--- config.mk ---
export PLATFORM = sky130hd
export DESIGN_NAME = mem_port_arbiter
export DESIGN_NICKNAME = d
export VERILOG_FILES = /design/src/rtl/mem_port_arbiter_pkg.sv /design/src/rtl/mem_port_arbiter_tag_pipe.sv /design/src/rtl/mem_port_arbiter.sv
export SDC_FILE = /design/constraint.sdc
export NUM_CORES = 1
export LEC_CHECK = 0
export BUFFER_PORTS_ARGS = -buffer_cell sky130_fd_sc_hd__buf_2
export CAP_MARGIN = 0
export CORE_AREA = 2 2 105 107
export CTS_CLUSTER_SIZE = 16
export DETAILED_ROUTE_END_ITERATION = 8
export DIE_AREA = 0 0 107 109
export PLACE_DENSITY_LB_ADDON = 0.1
export SETUP_SLACK_MARGIN = 0.1
export SYNTH_ARGS = -nofsm -noshare
export SYNTH_HDL_FRONTEND = slang
export SYNTH_SLANG_ARGS = --single-unit
--- constraint.sdc ---
create_clock -name clk -period 4.15 [get_ports clk]
set_input_delay 0.83 -clock clk [delete_from_list [all_inputs] [get_ports clk]]
set_output_delay 0.83 -clock clk [all_outputs]
set_load 0.01 [all_outputs]
--- src/rtl/mem_port_arbiter_pkg.sv ---
// Shared types and constants for the instruction/data memory port arbiter.
package mem_port_arbiter_pkg;

  localparam int unsigned ADDR_W   = 32;
  localparam int unsigned DATA_W   = 32;
  localparam int unsigned BE_W     = 4;
  localparam int unsigned STREAK_W = 4;
  localparam int unsigned STAT_W   = 32;

  localparam int unsigned READ_LATENCY_MIN = 1;
  localparam int unsigned READ_LATENCY_MAX = 4;
  localparam int unsigned MAX_D_STREAK_MIN = 1;
  localparam int unsigned MAX_D_STREAK_MAX = 15;

  typedef enum logic {
    OWNER_I = 1'b0,
    OWNER_D = 1'b1
  } owner_t;

  typedef struct packed {
    logic   valid;
    owner_t owner;
  } tag_t;

endpackage

--- src/rtl/mem_port_arbiter_tag_pipe.sv ---
// Fixed-depth shift register of read tags; each entry names the requester
// that owns the memory return arriving DEPTH cycles later.
module arb_tag_pipe
  import mem_port_arbiter_pkg::*;
#(
  parameter int unsigned DEPTH = 1
) (
  input  logic clk,
  input  logic rst_n,
  input  tag_t push_tag,
  output tag_t pop_tag
);

  tag_t pipe_q [DEPTH];
  tag_t pipe_d [DEPTH];

  always_comb begin
    pipe_d[0] = push_tag;
    for (int unsigned i = 1; i < DEPTH; i++) begin
      pipe_d[i] = pipe_q[i-1];
    end
  end

  always_ff @(posedge clk or negedge rst_n) begin
    if (!rst_n) begin
      for (int unsigned i = 0; i < DEPTH; i++) begin
        pipe_q[i] <= '0;
      end
    end else begin
      pipe_q <= pipe_d;
    end
  end

  assign pop_tag = pipe_q[DEPTH-1];

endmodule

--- src/rtl/mem_port_arbiter.sv ---
// Data-priority arbiter sharing one synchronous memory between fetch and load/store.
// Optional MEM_ARB_STATS_EN adds grant / fetch-wait statistics counters.
module mem_port_arbiter
  import mem_port_arbiter_pkg::*;
#(
  parameter int unsigned READ_LATENCY = 1,
  parameter int unsigned MAX_D_STREAK = 3
) (
  input  logic              clk,
  input  logic              reset,
  input  logic              i_req,
  input  logic [ADDR_W-1:0] i_addr,
  output logic              i_gnt,
  output logic              i_rvalid,
  output logic [DATA_W-1:0] i_rdata,
  input  logic              d_req,
  input  logic [BE_W-1:0]   d_we,
  input  logic [ADDR_W-1:0] d_addr,
  input  logic [DATA_W-1:0] d_wdata,
  output logic              d_gnt,
  output logic              d_rvalid,
  output logic [DATA_W-1:0] d_rdata,
  output logic              mem_en,
  output logic [BE_W-1:0]   mem_we,
  output logic [ADDR_W-1:0] mem_addr,
  output logic [DATA_W-1:0] mem_wdata,
  input  logic [DATA_W-1:0] mem_rdata
`ifdef MEM_ARB_STATS_EN
  ,
  output logic [STAT_W-1:0] stat_i_grants,
  output logic [STAT_W-1:0] stat_d_grants,
  output logic [STAT_W-1:0] stat_i_wait
`endif
);

  logic [STREAK_W-1:0] streak_q, streak_d;
  logic                force_i;
  tag_t                push_tag, pop_tag;

  assign force_i = (streak_q == STREAK_W'(MAX_D_STREAK));

  // Grant and memory command; reset low suppresses every grant immediately.
  always_comb begin
    i_gnt     = 1'b0;
    d_gnt     = 1'b0;
    mem_en    = 1'b0;
    mem_we    = '0;
    mem_addr  = '0;
    mem_wdata = '0;
    push_tag  = '0;
    if (reset) begin
      if (d_req && !(i_req && force_i)) begin
        d_gnt = 1'b1;
      end else if (i_req) begin
        i_gnt = 1'b1;
      end
    end
    if (d_gnt) begin
      mem_en         = 1'b1;
      mem_we         = d_we;
      mem_addr       = d_addr;
      mem_wdata      = d_wdata;
      push_tag.valid = (d_we == '0);
      push_tag.owner = OWNER_D;
    end else if (i_gnt) begin
      mem_en         = 1'b1;
      mem_addr       = i_addr;
      push_tag.valid = 1'b1;
      push_tag.owner = OWNER_I;
    end
  end

  // Consecutive data grants while fetch waits; saturates at the force point.
  always_comb begin
    streak_d = streak_q;
    if (!i_req || i_gnt) begin
      streak_d = '0;
    end else if (d_gnt && !force_i) begin
      streak_d = streak_q + STREAK_W'(1);
    end
  end

  always_ff @(posedge clk or negedge reset) begin
    if (!reset) begin
      streak_q <= '0;
    end else begin
      streak_q <= streak_d;
    end
  end

  arb_tag_pipe #(
    .DEPTH (READ_LATENCY)
  ) u_tag_pipe (
    .clk      (clk),
    .rst_n    (reset),
    .push_tag (push_tag),
    .pop_tag  (pop_tag)
  );

  assign i_rvalid = reset && pop_tag.valid && (pop_tag.owner == OWNER_I);
  assign d_rvalid = reset && pop_tag.valid && (pop_tag.owner == OWNER_D);
  assign i_rdata  = reset ? mem_rdata : '0;
  assign d_rdata  = reset ? mem_rdata : '0;

`ifdef MEM_ARB_STATS_EN
  logic [STAT_W-1:0] stat_i_grants_q, stat_i_grants_d;
  logic [STAT_W-1:0] stat_d_grants_q, stat_d_grants_d;
  logic [STAT_W-1:0] stat_i_wait_q,   stat_i_wait_d;

  always_comb begin
    stat_i_grants_d = stat_i_grants_q + STAT_W'(i_gnt);
    stat_d_grants_d = stat_d_grants_q + STAT_W'(d_gnt);
    stat_i_wait_d   = stat_i_wait_q + STAT_W'(i_req && !i_gnt);
  end

  always_ff @(posedge clk or negedge reset) begin
    if (!reset) begin
      stat_i_grants_q <= '0;
      stat_d_grants_q <= '0;
      stat_i_wait_q   <= '0;
    end else begin
      stat_i_grants_q <= stat_i_grants_d;
      stat_d_grants_q <= stat_d_grants_d;
      stat_i_wait_q   <= stat_i_wait_d;
    end
  end

  assign stat_i_grants = stat_i_grants_q;
  assign stat_d_grants = stat_d_grants_q;
  assign stat_i_wait   = stat_i_wait_q;
`endif

endmodule
==> results of run 1 <==
## cells by family (layout without fill, tap and decap cells)
logic type	count (synthesis)	count (layout)	synth area share [%]
AOI/OAI and AO/OA	40	40	25.3
adders and majority gates	1	1	0.889
buffers and inverters	48	279	23.6
DFF	6	6	10.7
muxes	1	1	0.800
and+or+nand+nor	88	88	38.8
## synth_stat cells
cell type and instances:
o31a_1 1, a21boi_0 1, nor2_1 2, nand3_1 2, buf_6 3, ha_1 1, o21a_1 3, nand2b_1 1
mux2_2 1, o21ai_0 1, and3_1 2, o31ai_1 1, dfrtp_1 6, buf_4 33, and2_1 68, nor4_1 2
buf_2 3, a21oi_4 1, nand2_2 1, nand2_1 5, nor3_1 1, nor2b_1 1, and4bb_2 1, clkbuf_2 1
a22o_2 7, a22o_1 25, nor2_4 1, or3b_4 1, inv_1 2, clkbuf_1 6
## critical path, stage by stage, from the launching register on
cell and delay [ns]:
dfrtp_1 0.38, ha_1 0.22, or3b_4 0.41, a21oi_4 0.69, a22o_1 0.27, buf_2 0.14
## worst max path at each step
stage                         end  slack, ns  cells past startpoint
finish               mem_addr[29]       0.97                      5
global route         mem_addr[29]       0.84                      5
CTS                  mem_addr[29]       0.91                      5
detailed placement   mem_addr[29]       1.02                      6
global placement     mem_addr[29]       1.04                      6
floorplan           mem_wdata[10]       1.66                      5
## layer usage
metal | share of wire, % | track usage [%] | up-vias
met2 | 59 | 19.1 | 137
met5 | 0 | 0 | -
met1 | 32 | 7.94 | 901
met3 | 9.0 | 1.20 | 2
met4 | 0.80 | 2.69 | 0
li1 | - | - | 1057
## power by group through the flow
stage / sequential (W) / clock (W) / combinational, W
floorplan: 0.0000622 / 0 / 0.000126
global placement: 0.0000625 / 0 / 0.000234
detailed placement: 0.0000626 / 0 / 0.000233
CTS: 0.0000618 / 0.0000903 / 0.000234
global route: 0.0000620 / 0.0000932 / 0.000253
finish: 0.0000618 / 0.0000865 / 0.000229
## state kept, by name (all words and copies together) (netlist names)
register            count
streak_q                4
u_tag_pipe.pop_tag      2
## per-stage QoR
| step | total power (W) | area, µm² |
|---|---|---|
| finish | 0.000377 | 2680 |
| detailed placement | 0.000296 | 2640 |
| global route | 0.000408 | 2680 |
| CTS | 0.000386 | 2680 |
| global placement | 0.000297 | 2640 |
| floorplan | 0.000188 | 1410 |
## area by class of cell
class	count	area, µm²
Tap cell	140	175
Clock buffer	3	41.3
Multi-Input combinational cell	130	926
Sequential cell	6	150
Fill cell	1187	7930
Timing Repair Buffer	274	1380
Inverter	2	7.51
==> metrics.csv, run 1 <==
stage,metric,value,unit
global_routing,grt_usage,8.67,%
power,leakagePower,1.70,nW
hold_path,hold_end,streak_q[1]$_DFFE_PN0P_,
synthesis,ys_seq_elements,6,
route,avgViaCountPerCell,3.78,
final_layout,final_util,25.2,%
hold_path,hp-class,register to register,
critical_path,reg2reg_depth,4,
synthesis,ys_seq_area_share,10.7,%
power,seqPwrFrac,16.4,%
die,start_util,13.3,%
critical_path,critPathLaunch,streak_q[0]$_DFFE_PN0P_,
route,dr.first_iter.drc_count,67,
global_routing,grt_overflow_total,0,
clocking,cts_sinks,6,
route,num_vias,2097,
run_status,status,completed,
critical_path,required,3.32,ns
sta,finalSetupViolCount,0,
synthesis,synth_warnings,0,
clocking,cts_buffers,3,
sta,worst_slack,0.967,ns
clocking,cts_tree,built,
power,combPwrFrac,60.7,%
global_routing,grt_max_degree,70,
clocking,clkTransAtPathRegs,0.04,ns
final_layout,synthToLayoutAreaGrowth,90.1,%
hold_path,min_from,streak_q[1]$_DFFE_PN0P_,
sta,fin_skew,0.00103,ns
power,p_clk_share,22.9,%
synthesis,synth_cell_types,30,
clocking,cts_resized,0,
final_layout,final_common_cell,buf_2,
route,drt_pass1_iterations,4,
placed_design,gp_congestion,0.701,
synthesis,postSynthAreaPerCell,7.65,µm²
critical_path,start_kind,register,
die,core-area,10600,µm²
critical_path,critical_path_class,register to output pin,
sta,relSlewSlack,43.4,%
power,vdd_drop_max,0.0513,mV
clocking,cts_max_level,1,
placed_design,place.port_buffers,272,
sta,rsz0062_at_grt,false,
power,switchingPower,0.000134,W
clocking,cts_setup_buffers,0,
critical_path,cp.arrival,2.35,ns
critical_path,rr_endpoint,streak_q[1]$_DFFE_PN0P_,
power,p_sw_share,35.4,%
global_routing,grt_antenna_before_repair,0,
sta,fin_setup_tns,0,ns
clocking,cts_root_buffer,clkbuf_8,
critical_path,cp-end-kind,output pin,
synthesis,synth_top_area_share,30.2,%
synthesis,syn_nets,321,
critical_path,reg2reg_slack,2.83,ns
placed_design,preCtsSetupSlack,1.02,ns
die,io_pins,273,
power,p_int,0.000244,W
global_routing,grt_pass1_vias,1827,
clocking,cts_hold_buf,0,
sta,fmax,314,MHz
final_layout,layout_common_cells,"buf_2, and2_1, a22o_1",
route,drtAntennaViolNets,0,
synthesis,synth_top_cells_by_area,"and2_1, buf_4, a22o_1",
global_routing,grt_first_pass_wirelength,8210,µm
clocking,clk-insertion-delay-late,0.22,ns
power,power.density,141,nW/µm²
synthesis,synthCells,184,
final_layout,stdcell_count,555,
critical_path,timing.rr.start,streak_q[0]$_DFFE_PN0P_,
sta,maxSlewViolCount,0,
synthesis,yosysTopAreaCell,and2_1,
sta,post-route-period-util,76.7,%
placed_design,dp_hpwl,5150,µm
sta,hold_viol_final,0,
sta,worst_pin_slew,0.848,ns
placed_design,dpl.cell_count,552,
job,max_cap_violations,0,
die,dieHeight,109,µm
sta,min_period,3.18,ns
route,finalWirelength,6010,µm
final_layout,final_layout_size_suffix_gt1_share,69.9,%
die,row_count,38,
route,wire_per_inst,10.8,µm
final_layout,fin_nets,554,
hold_path,worstHoldPathCells,2,
synthesis,syn_area,1410,µm²
clocking,clockBufferDepth,2,
critical_path,cp_max_fo,33,
route,drc,0,
die,dieWidth,107,µm
final_layout,antenna_cells,0,
sta,timing.hold.ws,0.513,ns
die,dieArea,11700,µm²
Power figures use the tool's default switching activity.
==> run 2, diff against run 1 <==
- CORE_AREA: 2 2 105 107 -> 2 2 106 108
- DIE_AREA: 0 0 107 109 -> 0 0 108 110
- clock period: 4.15 -> 2.9 ns (I/O delays scaled with it)
==> run 2 against run 1 <==
Net effect:
- via count is essentially flat
- critical path type unchanged
- sequential share of layout area down 0.052 points
- register-to-register slack lost 1.3 ns
- critical path depth increased by 1
- combinational power up 47%
- wire length grew 18%
==> metrics.csv, run 2 (same netlist as run 1, synthesis figures left out) <==
stage,metric,value,unit
placed_design,place.port_buffers,272,
sta,maxSlewViolCount,0,
sta,min_period,2.65,ns
sta,worst_pin_slew,0.390,ns
die,dieWidth,108,µm
route,avgViaCountPerCell,3.75,
global_routing,grt_first_pass_wirelength,9520,µm
route,num_vias,2099,
sta,worst_slack,0.254,ns
die,row_count,38,
critical_path,crit_chain,ha_1 -> or3b_4 -> a21oi_4 -> buf_4 -> a22o_2 -> buf_2,
global_routing,top_usage_layer,met2,
final_layout,layout_common_cells,"buf_2, and2_1, a22o_1",
sta,finalSetupViolCount,0,
clocking,cts_max_level,1,
sta,rsz0062_at_grt,false,
critical_path,cp-end-kind,output pin,
sta,timing.hold.ws,0.349,ns
clocking,cts_tree,built,
final_layout,multi_input_area,926,µm²
power,vdd_drop_max,0.0846,mV
sta,relSlewSlack,73.7,%
sta,fin_skew,0.00387,ns
power,leakagePower,1.72,nW
critical_path,start_kind,register,
clocking,cts_hold_buf,0,
global_routing,grt_max_degree,37,
critical_path,rr_endpoint,u_tag_pipe.pop_tag[0]$_DFF_PN0_,
route,drtAntennaViolNets,0,
power,power,0.000555,W
critical_path,reg2reg_depth,4,
die,start_util,13.2,%
final_layout,regArea,150,µm²
die,core-area,10700,µm²
placed_design,gp_congestion,0.769,
global_routing,grt_antenna_before_repair,2,
global_routing,grt_overflow_total,0,
critical_path,timing.rr.start,streak_q[0]$_DFFE_PN0P_,
clocking,cts_sinks,6,
final_layout,final_common_cell,buf_2,
critical_path,reg2reg_slack,1.51,ns
hold_path,hp-class,input pin to asynchronous set/reset pin,
critical_path,worst-path-buf-inv,2,
final_layout,top_register,streak_q,
final_layout,final_layout_size_suffix_gt1_share,70.1,%
clocking,clk-insertion-delay-late,0.23,ns
route,dr.first_iter.drc_count,24,
sta,post-route-period-util,91.2,%
critical_path,cp_top_family,buffers and inverters,
job,max_cap_violations,0,
clocking,cts_root_buffer,clkbuf_8,
placed_design,dp_hpwl,6300,µm
critical_path,cp_max_fo,33,
critical_path,required,2.32,ns
critical_path,max_stage_delay,0.41,ns
run_status,status,completed,
final_layout,synthToLayoutAreaGrowth,91.9,%
route,drt_pass1_iterations,4,
global_routing,grt.met1_usage,11.0,%
global_routing,grt.met3_usage,3.23,%
critical_path,cp.arrival,2.07,ns
clocking,clockBufferDepth,2,
route,drc,0,
route,wire_per_inst,12.7,µm
clocking,clkTransAtPathRegs,0.04,ns
route,finalWirelength,7100,µm
global_routing,grt_pass1_vias,1780,
final_layout,fin_nets,557,
die,dieArea,11900,µm²
power,power.density,205,nW/µm²
sta,hold_viol_final,0,
global_routing,use_met2,19.7,%
placed_design,preCtsSetupSlack,0.476,ns
die,io_pins,273,
global_routing,grt_usage,10.4,%
critical_path,critical_path_class,register to output pin,
critical_path,critPathSlowestCell,or3b_4,
clocking,cts_resized,0,
sta,fmax,378,MHz
final_layout,largest_reg_flops,4,
clocking,cts_buffers,3,
final_layout,num-fill-cells,1236,
sta,fin_setup_tns,0,ns
die,dieHeight,110,µm
clocking,cts_setup_buffers,0,
-- run 2: cell types whose count changed in the layout (fill, tap and decap cells not counted) --
cell and delta:
buf_4 +3, diode_2 +1
-- run 2: final cells by class --
type,count,share of cell area [%]
repair buffers,277,51.8
clock buffers,3,1.53
well taps,140,6.48
inverters,2,0.278
multi-input cells,130,34.3
flip-flops and latches,6,5.56
diodes,1,0.0926
-- run 2: worst max-delay path by stage --
stage               slack, ns      endpoint  cells after the start                     from
floorplan                0.82  mem_addr[29]                      5  streak_q[0]$_DFFE_PN0P_
global placement         0.50  mem_addr[23]                      6  streak_q[0]$_DFFE_PN0P_
detailed placement       0.48  mem_addr[25]                      6  streak_q[0]$_DFFE_PN0P_
CTS                      0.23  mem_addr[25]                      6  streak_q[0]$_DFFE_PN0P_
global route             0.11  mem_addr[23]                      6  streak_q[1]$_DFFE_PN0P_
finish                   0.25  mem_addr[25]                      6  streak_q[0]$_DFFE_PN0P_
-- run 2: stage by stage --
stage / cell area (µm²) / std cells / utilization, %
after floorplan: 1410 / 184 / -
after global placement: 2660 / 555 / 24.8
after detailed placement: 2660 / 555 / 24.8
after CTS: 2700 / 558 / 25.2
after global routing: 2700 / 558 / 25.2
final: 2700 / 559 / 25.3
-- run 2: power by group --
part | internal, W | switching [W]
Combinational | 0.000176 | 0.000162
Clock | 0.0000895 | 0.0000396
Sequential | 0.0000867 | 0.00000176
Total | 0.000352 | 0.000203
-- run 2: routing by layer --
metal	up-vias	routed length, µm
met5	-	13
met4	2	82
met3	7	793
met2	140	3770
met1	882	2440
li1	1068	-
==> run 3, diff against run 2 <==
- BUFFER_PORTS_ARGS: -buffer_cell sky130_fd_sc_hd__buf_2 -> not set
- CORE_AREA: 2 2 106 108 -> 2 2 105 107
- DIE_AREA: 0 0 108 110 -> 0 0 107 109
- DONT_BUFFER_PORTS: not set -> 1
- SYNTH_HIERARCHICAL: not set -> 1
==> run 3 against run 2 <==
Net effect:
- wire length fell by 26%
- worst setup slack improved by 0.044 ns
- die area fell by 1.8%
- clock power barely moved
- clock skew fell by 0.0017 ns
- critical endpoint is now mem_addr[30]
==> metrics.csv, run 3 <==
stage,metric,value,unit
clocking,cts_setup_buffers,0,
route,dr.first_iter.drc_count,30,
synthesis,synth-main-ff-cell,dfrtp_1,
critical_path,required,2.32,ns
sta,hold_viol_final,0,
route,wire_per_inst,18.7,µm
synthesis,syn_nets,321,
clocking,clkTransAtPathRegs,0.04,ns
power,power,0.000377,W
critical_path,crit_chain,ha_1 -> or3b_4 -> a21oi_4 -> buf_4 -> a22o_1,
route,drc,0,
die,row_count,38,
die,dieWidth,107,µm
clocking,cts_resized,0,
clocking,cts_hold_buf,0,
placed_design,dp_hpwl,4620,µm
power,switchingPower,0.000149,W
power,combPwrFrac,42.9,%
final_layout,num-fill-cells,1229,
synthesis,synth_cell_types,27,
global_routing,grt_first_pass_wirelength,6700,µm
sta,fin_setup_tns,0,ns
synthesis,synth_top_area_share,30.2,%
sta,rsz0062_at_grt,false,
route,drtAntennaViolNets,0,
critical_path,cp.arrival,2.02,ns
critical_path,cp_max_fo,33,
clocking,cts_tree,built,
synthesis,synth_edf_count,0,
sta,fmax,384,MHz
global_routing,grt_max_degree,71,
critical_path,worst-path-buf-inv,1,
synthesis,synth_top_cells_by_area,"and2_1, a22o_1, buf_4",
die,core-area,10600,µm²
final_layout,synthToLayoutAreaGrowth,-5.87,%
global_routing,grt_usage,8.00,%
die,io_pins,273,
synthesis,post-synth-top-count-cell,and2_1,
placed_design,gp_congestion,0.664,
final_layout,largest_reg_flops,4,
synthesis,postSynthAreaPerCell,7.65,µm²
clocking,cts_buffers,3,
synthesis,synthCells,184,
final_layout,antenna_cells,0,
sta,min_period,2.60,ns
sta,finalSetupViolCount,0,
die,start_util,13.3,%
job,max_cap_violations,0,
die,dieHeight,109,µm
synthesis,ys_seq_area_share,10.7,%
power,power.density,284,nW/µm²
critical_path,start_kind,register,
die,dieArea,11700,µm²
clocking,cts_max_level,1,
clocking,cts_sinks,6,
final_layout,layout_common_cells,"and2_1, a22o_1, nand2_1, dfrtp_1",
global_routing,grt_overflow_total,0,
hold_path,hp-class,input pin to asynchronous set/reset pin,
critical_path,critPathSlowestCell,or3b_4,
final_layout,finish.instance_area,1330,µm²
sta,post-route-period-util,89.7,%
sta,worst_pin_slew,0.343,ns
synthesis,yosysTopAreaCell,and2_1,
synthesis,ys_seq_elements,6,
final_layout,regArea,150,µm²
critical_path,cp-end-kind,output pin,
global_routing,grt_pass1_vias,1123,
synthesis,netlist_top_cells_count,"and2_1, buf_4, a22o_1",
final_layout,final_common_cell,and2_1,
final_layout,fin_nets,281,
placed_design,place.port_buffers,0,
clocking,clk-insertion-delay-late,0.22,ns
power,p_sw_share,39.6,%
synthesis,async_reset_ff_share,100,%
placed_design,postPlaceCellArea,1280,µm²
sta,relSlewSlack,77.1,%
synthesis,synth_warnings,6,
power,leakagePower,0.498,nW
critical_path,max_stage_delay,0.41,ns
route,num_vias,1190,
placed_design,preCtsSetupSlack,0.506,ns
final_layout,final_layout_size_suffix_gt1_share,7.04,%
clocking,cts_root_buffer,clkbuf_8,
clocking,clockBufferDepth,2,
run_status,status,completed,
power,p_clk_share,33.6,%
final_layout,top_register,streak_q,
sta,worst_slack,0.299,ns
critical_path,cp_top_family,compound AO/OA/AOI/OAI gates,
power,vdd_drop_max,0.0475,mV
synthesis,syn_area,1410,µm²
power,seqPwrFrac,23.5,%
route,finalWirelength,5290,µm
final_layout,multi_input_area,931,µm²
sta,maxSlewViolCount,0,
power,p_int,0.000227,W
critical_path,critical_path_class,register to output pin,
route,drt_pass1_iterations,3,
global_routing,grt_antenna_before_repair,0,
sta,fin_skew,0.00218,ns
route,avgViaCountPerCell,4.22,
-- run 3: changes by cell type after synthesis, sizes merged --
cell	delta
inv	-2
clkbuf	+1
nand3	+1
nor2	-1
nor2b	+1
nor3b	+1
nor4	-1
-- run 3: through the flow --
step / std cells / hold WS [ns] / utilization [%]
floorplan: 184 / 0.284 / -
global route: 282 / 0.0470 / 12.5
global placement: 279 / 0.287 / 12.1
detailed placement: 279 / 0.287 / 12.1
finish: 282 / 0.0534 / 12.5
CTS: 282 / 0.0497 / 12.5
-- run 3: layer usage --
layer  part of all wire, %  up-vias  global-route usage, %
li1                      -      511                      -
met1                    28      511                   6.46
met2                    60      159                   17.3
met3                    11        9                   2.45
met4                   1.7        0                   3.25
met5                     0        -                      0
-- run 3: power by group through the flow --
stage	Combinational [W]	Sequential (W)	Clock (W)
2_1_floorplan	0.000181	0.0000890	0
3_3_place_gp	0.000166	0.0000894	0
3_5_place_dp	0.000166	0.0000895	0
4_1_cts	0.000166	0.0000885	0.000130
5_1_grt	0.000176	0.0000888	0.000134
6_report	0.000162	0.0000884	0.000127
-- run 3: logic make-up after synthesis --
family                   synth area share (%)
AND/OR/NAND/NOR                          39.5
buffers and inverters                    23.2
AO/OA/AOI/OAI                            25.0
flip-flops                               10.7
multiplexers                            0.800
adder cells (fa/ha/maj)                 0.889
-- run 3: final timing paths --
kind                                    startpoint                               to  slack, ns  cells past startpoint
min in group clk                             i_req          streak_q[3]$_DFFE_PN0P_       0.48                      1
max in group asynchronous                    reset  u_tag_pipe/pop_tag[0]$_DFF_PN0_       2.77                      0
setup reg to reg           streak_q[0]$_DFFE_PN0P_  u_tag_pipe/pop_tag[0]$_DFF_PN0_       1.56                      4
setup / recovery           streak_q[0]$_DFFE_PN0P_                     mem_addr[30]       0.30                      5
hold reg to reg            streak_q[0]$_DFFE_PN0P_          streak_q[0]$_DFFE_PN0P_       0.52                      1
hold / removal                               reset          streak_q[2]$_DFFE_PN0P_       0.05                      0
-- run 3: layout make-up --
| type | count | area share, % |
|---|---|---|
| tap | 140 | 13.2 |
| sequential | 6 | 11.3 |
| clock buffer | 3 | 3.12 |
| multi-input combinational | 131 | 70.3 |
| timing repair buffer | 2 | 2.08 |
